==> config.mk <==
export PLATFORM = sky130hd
export DESIGN_NAME = demux_1x16_tdm_flat
export DESIGN_NICKNAME = d
export VERILOG_FILES = /design/src/rtl/mux_pkg.sv /design/src/rtl/demux_1x16_tdm_if.sv /design/src/rtl/demux_1x16_tdm_slot_counter.sv /design/src/rtl/demux_1x16_tdm.sv /design/src/flat_wrapper.sv
export SDC_FILE = /design/constraint.sdc
export NUM_CORES = 1
export LEC_CHECK = 0
export CORE_UTILIZATION = 47
export CTS_BUF_LIST = sky130_fd_sc_hd__clkbuf_8 sky130_fd_sc_hd__clkbuf_16
export DETAILED_ROUTE_END_ITERATION = 8
export PLACE_DENSITY = 0.74
export SLEW_MARGIN = 40
export SYNTH_ARGS = -nofsm -noshare
export SYNTH_HDL_FRONTEND = slang
export SYNTH_SLANG_ARGS = --single-unit
==> constraint.sdc <==
create_clock -name clk -period 1.15 [get_ports clk]
set_input_delay 0.23 -clock clk [delete_from_list [all_inputs] [get_ports clk]]
set_output_delay 0.23 -clock clk [all_outputs]
set_load 0.01 [all_outputs]
==> src/rtl/mux_pkg.sv <==
// Shared definitions for the 16-slot TDM mux/demux pair.
// The state encoding is common to the transmitter and the receiver.
package mux_pkg;

    localparam int N     = 16;
    localparam int SEL_W = $clog2(N);

    typedef enum logic {
        IDLE    = 1'b0,
        COLLECT = 1'b1
    } tdm_state_e;

endpackage

==> src/rtl/demux_1x16_tdm_if.sv <==
// Serial-in / parallel-out bundle between a TDM link and the 16-line demux.
// The master drives the serial side; the slave is the demux.
interface demux_1x16_tdm_if
    import mux_pkg::*;
#(
    parameter int N     = mux_pkg::N,
    parameter int SEL_W = $clog2(N)
);

    logic             din;
    logic             din_valid;
    logic             frame_start;
    logic [N-1:0]     out;
    logic [SEL_W-1:0] sel;
    logic             word_valid;
    logic             busy;
    logic             frame_err;

    modport master (
        output din,
        output din_valid,
        output frame_start,
        input  out,
        input  sel,
        input  word_valid,
        input  busy,
        input  frame_err
    );

    modport slave (
        input  din,
        input  din_valid,
        input  frame_start,
        output out,
        output sel,
        output word_valid,
        output busy,
        output frame_err
    );

endinterface

==> src/rtl/demux_1x16_tdm_slot_counter.sv <==
// Mod-N slot index with synchronous clear, load-to-1 and increment.
// Priority: clear, then load, then increment; o_last flags slot N-1.
module slot_counter
    import mux_pkg::*;
#(
    parameter int N     = mux_pkg::N,
    parameter int SEL_W = $clog2(N)
) (
    input  logic             clk,
    input  logic             rst,
    input  logic             i_clr,
    input  logic             i_load1,
    input  logic             i_inc,
    output logic [SEL_W-1:0] o_sel,
    output logic             o_last
);

    localparam logic [SEL_W-1:0] LAST_SLOT = SEL_W'(N - 1);

    logic [SEL_W-1:0] r_cnt;

    always_ff @(posedge clk) begin
        // NOTE: non-blocking assignments keep every flop sampling pre-edge values.
        if (rst) begin
            r_cnt <= '0;
        end else if (i_clr) begin
            r_cnt <= '0;
        end else if (i_load1) begin
            r_cnt <= SEL_W'(1);
        end else if (i_inc) begin
            r_cnt <= (r_cnt == LAST_SLOT) ? '0 : r_cnt + SEL_W'(1);
        end
    end

    assign o_sel  = r_cnt;
    assign o_last = (r_cnt == LAST_SLOT);

endmodule

==> src/rtl/demux_1x16_tdm.sv <==
// 1:16 TDM demux: steers serial slot bits into a shadow word and publishes
// the completed word with a one-cycle strobe; early frame_start aborts.
module demux_1x16_tdm
    import mux_pkg::*;
#(
    parameter int N     = mux_pkg::N,
    parameter int SEL_W = $clog2(N)
) (
    input  logic                  clk,
    input  logic                  rst,
    demux_1x16_tdm_if.slave       bus
);

    tdm_state_e       r_state;
    tdm_state_e       w_state_nxt;

    logic [SEL_W-1:0] w_sel;
    logic             w_last;

    logic             w_start;
    logic             w_abort;
    logic             w_shift;
    logic             w_done;

    logic [N-2:0]     r_shadow;
    logic [N-1:0]     r_out;
    logic             r_word_valid;
    logic             r_frame_err;

    slot_counter #(
        .N     (N),
        .SEL_W (SEL_W)
    ) u_slot_counter (
        .clk     (clk),
        .rst     (rst),
        .i_clr   (w_done),
        .i_load1 (w_start | w_abort),
        .i_inc   (w_shift),
        .o_sel   (w_sel),
        .o_last  (w_last)
    );

    always_ff @(posedge clk) begin
        if (rst) begin
            r_state <= IDLE;
        end else begin
            r_state <= w_state_nxt;
        end
    end

    always_comb begin
        // NOTE: default first so every path assigns it and no latch is inferred.
        w_state_nxt = r_state;
        case (r_state)
            IDLE: begin
                if (bus.din_valid && bus.frame_start) begin
                    w_state_nxt = COLLECT;
                end
            end
            COLLECT: begin
                if (bus.din_valid && !bus.frame_start && w_last) begin
                    w_state_nxt = IDLE;
                end
            end
            default: w_state_nxt = IDLE;
        endcase
    end

    always_comb begin
        w_start = 1'b0;
        w_abort = 1'b0;
        w_shift = 1'b0;
        w_done  = 1'b0;
        case (r_state)
            IDLE: begin
                w_start = bus.din_valid && bus.frame_start;
            end
            COLLECT: begin
                if (bus.din_valid) begin
                    if (bus.frame_start) begin
                        w_abort = 1'b1;
                    end else if (w_last) begin
                        w_done = 1'b1;
                    end else begin
                        w_shift = 1'b1;
                    end
                end
            end
            default: ;
        endcase
    end

    // The last slot bit goes straight to out, so the shadow holds only N-1 bits.
    always_ff @(posedge clk) begin
        // NOTE: the shadow is a handful of flops with a defined reset value; a deep RAM would not be reset.
        if (rst) begin
            r_shadow <= '0;
        end else begin
            if (w_start || w_abort) begin
                r_shadow[0] <= bus.din;
            end
            for (int j = 0; j < N - 1; j++) begin
                if (w_shift && (w_sel == SEL_W'(j))) begin
                    r_shadow[j] <= bus.din;
                end
            end
        end
    end

    always_ff @(posedge clk) begin
        if (rst) begin
            r_out        <= '0;
            r_word_valid <= 1'b0;
            r_frame_err  <= 1'b0;
        end else begin
            if (w_done) begin
                r_out <= {bus.din, r_shadow};
            end
            r_word_valid <= w_done;
            r_frame_err  <= w_abort;
        end
    end

    assign bus.out        = r_out;
    assign bus.sel        = w_sel;
    assign bus.word_valid = r_word_valid;
    assign bus.frame_err  = r_frame_err;
    assign bus.busy       = (r_state == COLLECT);

    a_pulses_exclusive: assert property (@(posedge clk) disable iff (rst)
        !(r_word_valid && r_frame_err));

    a_busy_sel_nonzero: assert property (@(posedge clk) disable iff (rst)
        (r_state == COLLECT) |-> (w_sel != '0));

    a_idle_sel_zero: assert property (@(posedge clk) disable iff (rst)
        (r_state == IDLE) |-> (w_sel == '0));

endmodule

==> src/flat_wrapper.sv <==
// flat-port wrapper written by rule: the top's interface ports become plain ports
module demux_1x16_tdm_flat import mux_pkg::*;
#(
    parameter int N     = mux_pkg::N,
    parameter int SEL_W = $clog2(N)
)
  (clk, rst, bus_din, bus_din_valid, bus_frame_start, bus_out, bus_sel, bus_word_valid, bus_busy, bus_frame_err);
  demux_1x16_tdm_if #(.N(N), .SEL_W(SEL_W)) bus_i ();
  input  logic clk;
  input  logic rst;
  input wire logic [$bits(bus_i.din)-1:0] bus_din;
  input wire logic [$bits(bus_i.din_valid)-1:0] bus_din_valid;
  input wire logic [$bits(bus_i.frame_start)-1:0] bus_frame_start;
  output wire logic [$bits(bus_i.out)-1:0] bus_out;
  output wire logic [$bits(bus_i.sel)-1:0] bus_sel;
  output wire logic [$bits(bus_i.word_valid)-1:0] bus_word_valid;
  output wire logic [$bits(bus_i.busy)-1:0] bus_busy;
  output wire logic [$bits(bus_i.frame_err)-1:0] bus_frame_err;
  assign bus_i.din = bus_din;
  assign bus_i.din_valid = bus_din_valid;
  assign bus_i.frame_start = bus_frame_start;
  assign bus_out = bus_i.out;
  assign bus_sel = bus_i.sel;
  assign bus_word_valid = bus_i.word_valid;
  assign bus_busy = bus_i.busy;
  assign bus_frame_err = bus_i.frame_err;
  demux_1x16_tdm #(.N(N), .SEL_W(SEL_W)) u_core (.clk(clk), .rst(rst), .bus(bus_i));
endmodule
==> results.rst, run 1 <==
.. list-table::
   :header-rows: 1

   * - Metric
     - Value
   * - Status
     - finished, violations left
   * - Clock network latency to the later pin of the worst-skew pair
     - just over 0.3 ns
   * - Non-Filler Cell Area, Final
     - ~0.0027 sq mm
   * - Final Hold Fails
     - 0
   * - RePlAce Congestion
     - around 0.86
   * - Fraction of final layout cells sized beyond drive strength 1
     - roughly 56%
   * - Buf+Inv Stages, Crit Path
     - 2
   * - Die span in y
     - around 63 um
   * - Sink Count
     - 38
   * - Overall Power
     - about 0.0028 W
   * - Number of nets at the end of the flow
     - 260
   * - Critical Path RT
     - about 1.3 ns
   * - Gate count of the mapped netlist
     - 195
   * - Worst min-delay path category
     - reg -> reg
   * - Number of slew-limit violations in the final report
     - 0
   * - Yosys warnings
     - 0
   * - Sequential element share of the synthesized area
     - a little over two fifths
   * - Slew of the pin with the lowest slew margin
     - approximately 0.4 ns
   * - Synthesized net count
     - 205
   * - Worst IR Drop VDD
     - between 0.6 and 0.7 mV
   * - Clock share of power
     - 43.1%
   * - Std-Cell Rows
     - 21
   * - Max_slew headroom
     - between 70% and 80%
   * - Clk Tree Root Cell
     - clkbuf_8
   * - Final setup viols
     - 39
   * - Total clock buffers created by CTS
     - 5
   * - Unrepaired setup endpoints after global routing
     - true
   * - Drt via density
     - ~6.0
   * - Post-route clock period utilization
     - 124%
   * - Avg Inst Size Synth
     - 8.98 sq um
   * - Path type of the worst setup path
     - reg -> reg
   * - Fmax
     - around 700 MHz
   * - Clock Pin Slew Worst Setup and Hold Paths
     - approximately 0.09 ns
   * - Commonest non-fill, non-tap cells in the layout
     - 30 x dfxtp_1, 21 x buf_4, 16 x nand3_2, 14 x clkbuf_2
   * - Endpoint arrival time on the critical path
     - 1.61 ns
   * - Count of antenna-violating nets left after detailed routing
     - 0
   * - Remaining Overflow, GRT
     - 0
   * - TritonRoute pass-1 iters
     - 4
   * - Hpwl dp
     - between 2000 and 3000 um
   * - Utilization after layout
     - 79.0%
   * - Setup TNS
     - -6.27 ns
   * - DR DRC count
     - 0
   * - Sum of routed wire length over all layers
     - 6180 um
   * - Crit-path cells
     - ha_4 -> nand4b_1 -> buf_6 -> buf_6 -> o211ai_1 -> mux2i_1
   * - Reg power frac
     - between 40 and 50%
   * - CP delay by family, top
     - flip-flops
   * - Most common cell after layout, fill and taps aside
     - dfxtp_1
   * - Violations in the final reports
     - setup timing
   * - Worst Skew
     - around 0.010 ns
   * - Largest net degree at the start of global routing
     - 24
   * - Synth Cell Area
     - between 0.0015 and 0.002 sq mm
   * - Area inside the core boundary
     - approximately 0.0034 sq mm
   * - Master of the slowest instance on the critical path
     - dfxtp_4
   * - Switching share of power
     - about a quarter
   * - Final critical-path setup slack
     - -0.281 ns
   * - Via count
     - 1790
   * - Count of H-tree levels built during CTS
     - 2
   * - Via count of the first global-routing pass
     - roughly 1800
   * - DIE AREA
     - 0.00398 sq mm
   * - CP Max Fanout
     - 6
   * - Shortest period the worst path allows
     - about 1.4 ns
   * - Most numerous cell on the critical path
     - buf_6
   * - Synth-to-layout area growth
     - 55.2%
   * - Power Density
     - a little over 1000 mW/mm^2
   * - Number of antenna violations at the first check in global routing
     - 0
   * - GRT Resource Usage Total
     - slightly below 30%
   * - Max-cap violations
     - 0
   * - Global-route wire length before repair
     - a little under 9000 um
   * - Number of buffers between clock root and the deepest sink
     - 2
   * - TritonCTS clock tree
     - done
   * - Number of buffers inserted by port buffering
     - 27
   * - Net switching power figure
     - between 0.0006 and 0.0007 W
   * - Top Ports
     - 28
   * - X dimension of the die
     - around 63 um
   * - Final antenna diode count
     - 0
   * - Total leakage power
     - about 1.0 nW
   * - Routed length per instance
     - ~21 um
   * - Worst hold margin
     - about 0.47 ns
   * - Cell area after placement
     - roughly 0.0022 sq mm
   * - Synth cell types
     - 36
   * - Starting utilization of the core area
     - between 50% and 60%
   * - Combinational power share
     - 8.5%
   * - Count of routing violations after the opening detailed-route iteration
     - between 150 and 200
   * - Largest incremental delay on the critical path
     - about 0.40 ns
   * - Capturing element type of the critical path
     - flip-flop
   * - Startpoint type of the worst setup path
     - flip-flop
   * - Internal power
     - roughly 0.0021 W
   * - Count of state elements after synthesis
     - 38
## final timing paths
| check | startpoint | to | slack, ns | cells after the start |
|---|---|---|---|---|
| worst max-delay path | u_core.u_slot_counter.o_sel[1] | u_core.u_slot_counter.o_sel[3] | -0.28 | 6 |
| worst min-delay path | u_core.bus.out[4] | u_core.bus.out[4] | 0.47 | 2 |
| worst max register to register | u_core.u_slot_counter.o_sel[1] | u_core.u_slot_counter.o_sel[3] | -0.28 | 6 |
| worst min register to register | u_core.bus.out[4] | u_core.bus.out[4] | 0.47 | 2 |
## cell usage after synthesis, drive strengths merged
master  instances  area [sq um]
inv             3          11.3
nor3b           1          7.51
a21oi          23           119
a311oi          1          8.76
o21ai          19          95.1
a21bo           2          20.0
mux2i          12           120
nand4b          1          8.76
and3            2          12.5
clkbuf          4          16.3
dfxtp          38           761
a31oi           1          6.26
o31ai           1          7.51
and3b           2          17.5
nor4            1          12.5
nand2b         13          81.3
a221oi          1          15.0
and2b           2          15.0
o32ai           1          8.76
buf            14          97.6
nand3b          1          7.51
o211ai          1          7.51
nand2          12          45.0
nand3          25           125
and2            1          6.26
nor2            2          7.51
ha              5          62.6
nor3            3          15.0
and4b           3          33.8
## logic make-up after synthesis
group / count (synthesis) / share of synthesized area, %
and+or+nand+nor: 69 / 22.6
AOI/OAI and AO/OA: 50 / 16.4
DFF: 38 / 43.4
buffers and inverters: 21 / 7.14
muxes: 12 / 6.86
adders and majority gates: 5 / 3.57
## repair_timing
action                                  in CTS  in global routing
setup buffers                                7                  2
endpoints found under the setup margin      59                 57
gates resized for setup                     87                 74
endpoints found under the hold margin        0                  0
pin swaps                                   33                 24
cloned                                       4                  0
hold buffers                                 0                  0
## layer usage
metal | wire length [um] | GRT usage [%] | vias up | part of all wire [%]
met5 | 0 | 0 | - | 0
met4 | 241 | 12.2 | 0 | 3.9
met3 | 461 | 7.43 | 23 | 7.5
met2 | 3020 | 49.5 | 96 | 49
met1 | 2460 | 34.8 | 867 | 40
li1 | - | - | 804 | -
## worst reg2reg max path, stage by stage (launching register included)
cell and delay (ns):
dfxtp_4 0.40, ha_4 0.15, nand4b_1 0.12, buf_6 0.19
buf_6 0.13, o211ai_1 0.19, mux2i_1 0.12
## metrics by stage
step                      setup WS, ns  cells
final                           -0.281    297
after floorplan                -0.0678    195
after CTS                       -0.179    295
after global placement          -0.513    276
after detailed placement        -0.610    276
after global routing            -0.317    297
## flip-flops by register name, summed over array words and instances (netlist names)
signal,cells
u_core.u_slot_counter.o_sel,4
u_core.bus.frame_err,1
u_core.bus.busy,1
u_core.bus.word_valid,1
u_core.bus.out,16
u_core.r_shadow,15
## layout make-up
cell class | count | area (sq um)
Timing Repair Buffer | 63 | 553
Fill cell | 207 | 723
Clock inverter | 3 | 43.8
Sequential cell | 38 | 778
Inverter | 3 | 13.8
Clock buffer | 5 | 68.8
Multi-Input combinational cell | 139 | 1200
Tap cell | 46 | 57.6
## power by group through the flow
stage	clock (W)	sequential, W	combinational [W]
floorplan	0	0.00137	0.0000794
global placement	0	0.00136	0.000169
detailed placement	0	0.00136	0.000173
CTS	0.00118	0.00133	0.000208
global route	0.00127	0.00134	0.000246
finish	0.00119	0.00134	0.000234
Power figures use the tool's default switching activity.
==> run 2: changes to the inputs <==
--- a/config.mk
+++ b/config.mk
@@ -9,7 +9,7 @@
 export CTS_BUF_LIST = sky130_fd_sc_hd__clkbuf_8 sky130_fd_sc_hd__clkbuf_16
 export DETAILED_ROUTE_END_ITERATION = 8
 export PLACE_DENSITY = 0.74
-export SLEW_MARGIN = 40
+export SLEW_MARGIN = 20
 export SYNTH_ARGS = -nofsm -noshare
 export SYNTH_HDL_FRONTEND = slang
 export SYNTH_SLANG_ARGS = --single-unit
==> results of run 2 <==
The final DEF is identical to that of run 1; final timing and power are the same.
==> run 3: changes to the inputs <==
--- a/config.mk
+++ b/config.mk
@@ -5,6 +5,7 @@
 export SDC_FILE = /design/constraint.sdc
 export NUM_CORES = 1
 export LEC_CHECK = 0
+export ABC_AREA = 0
 export CORE_UTILIZATION = 47
 export CTS_BUF_LIST = sky130_fd_sc_hd__clkbuf_8 sky130_fd_sc_hd__clkbuf_16
 export DETAILED_ROUTE_END_ITERATION = 8
==> results of run 3 <==
The final DEF is identical to that of run 1; final timing and power are the same.
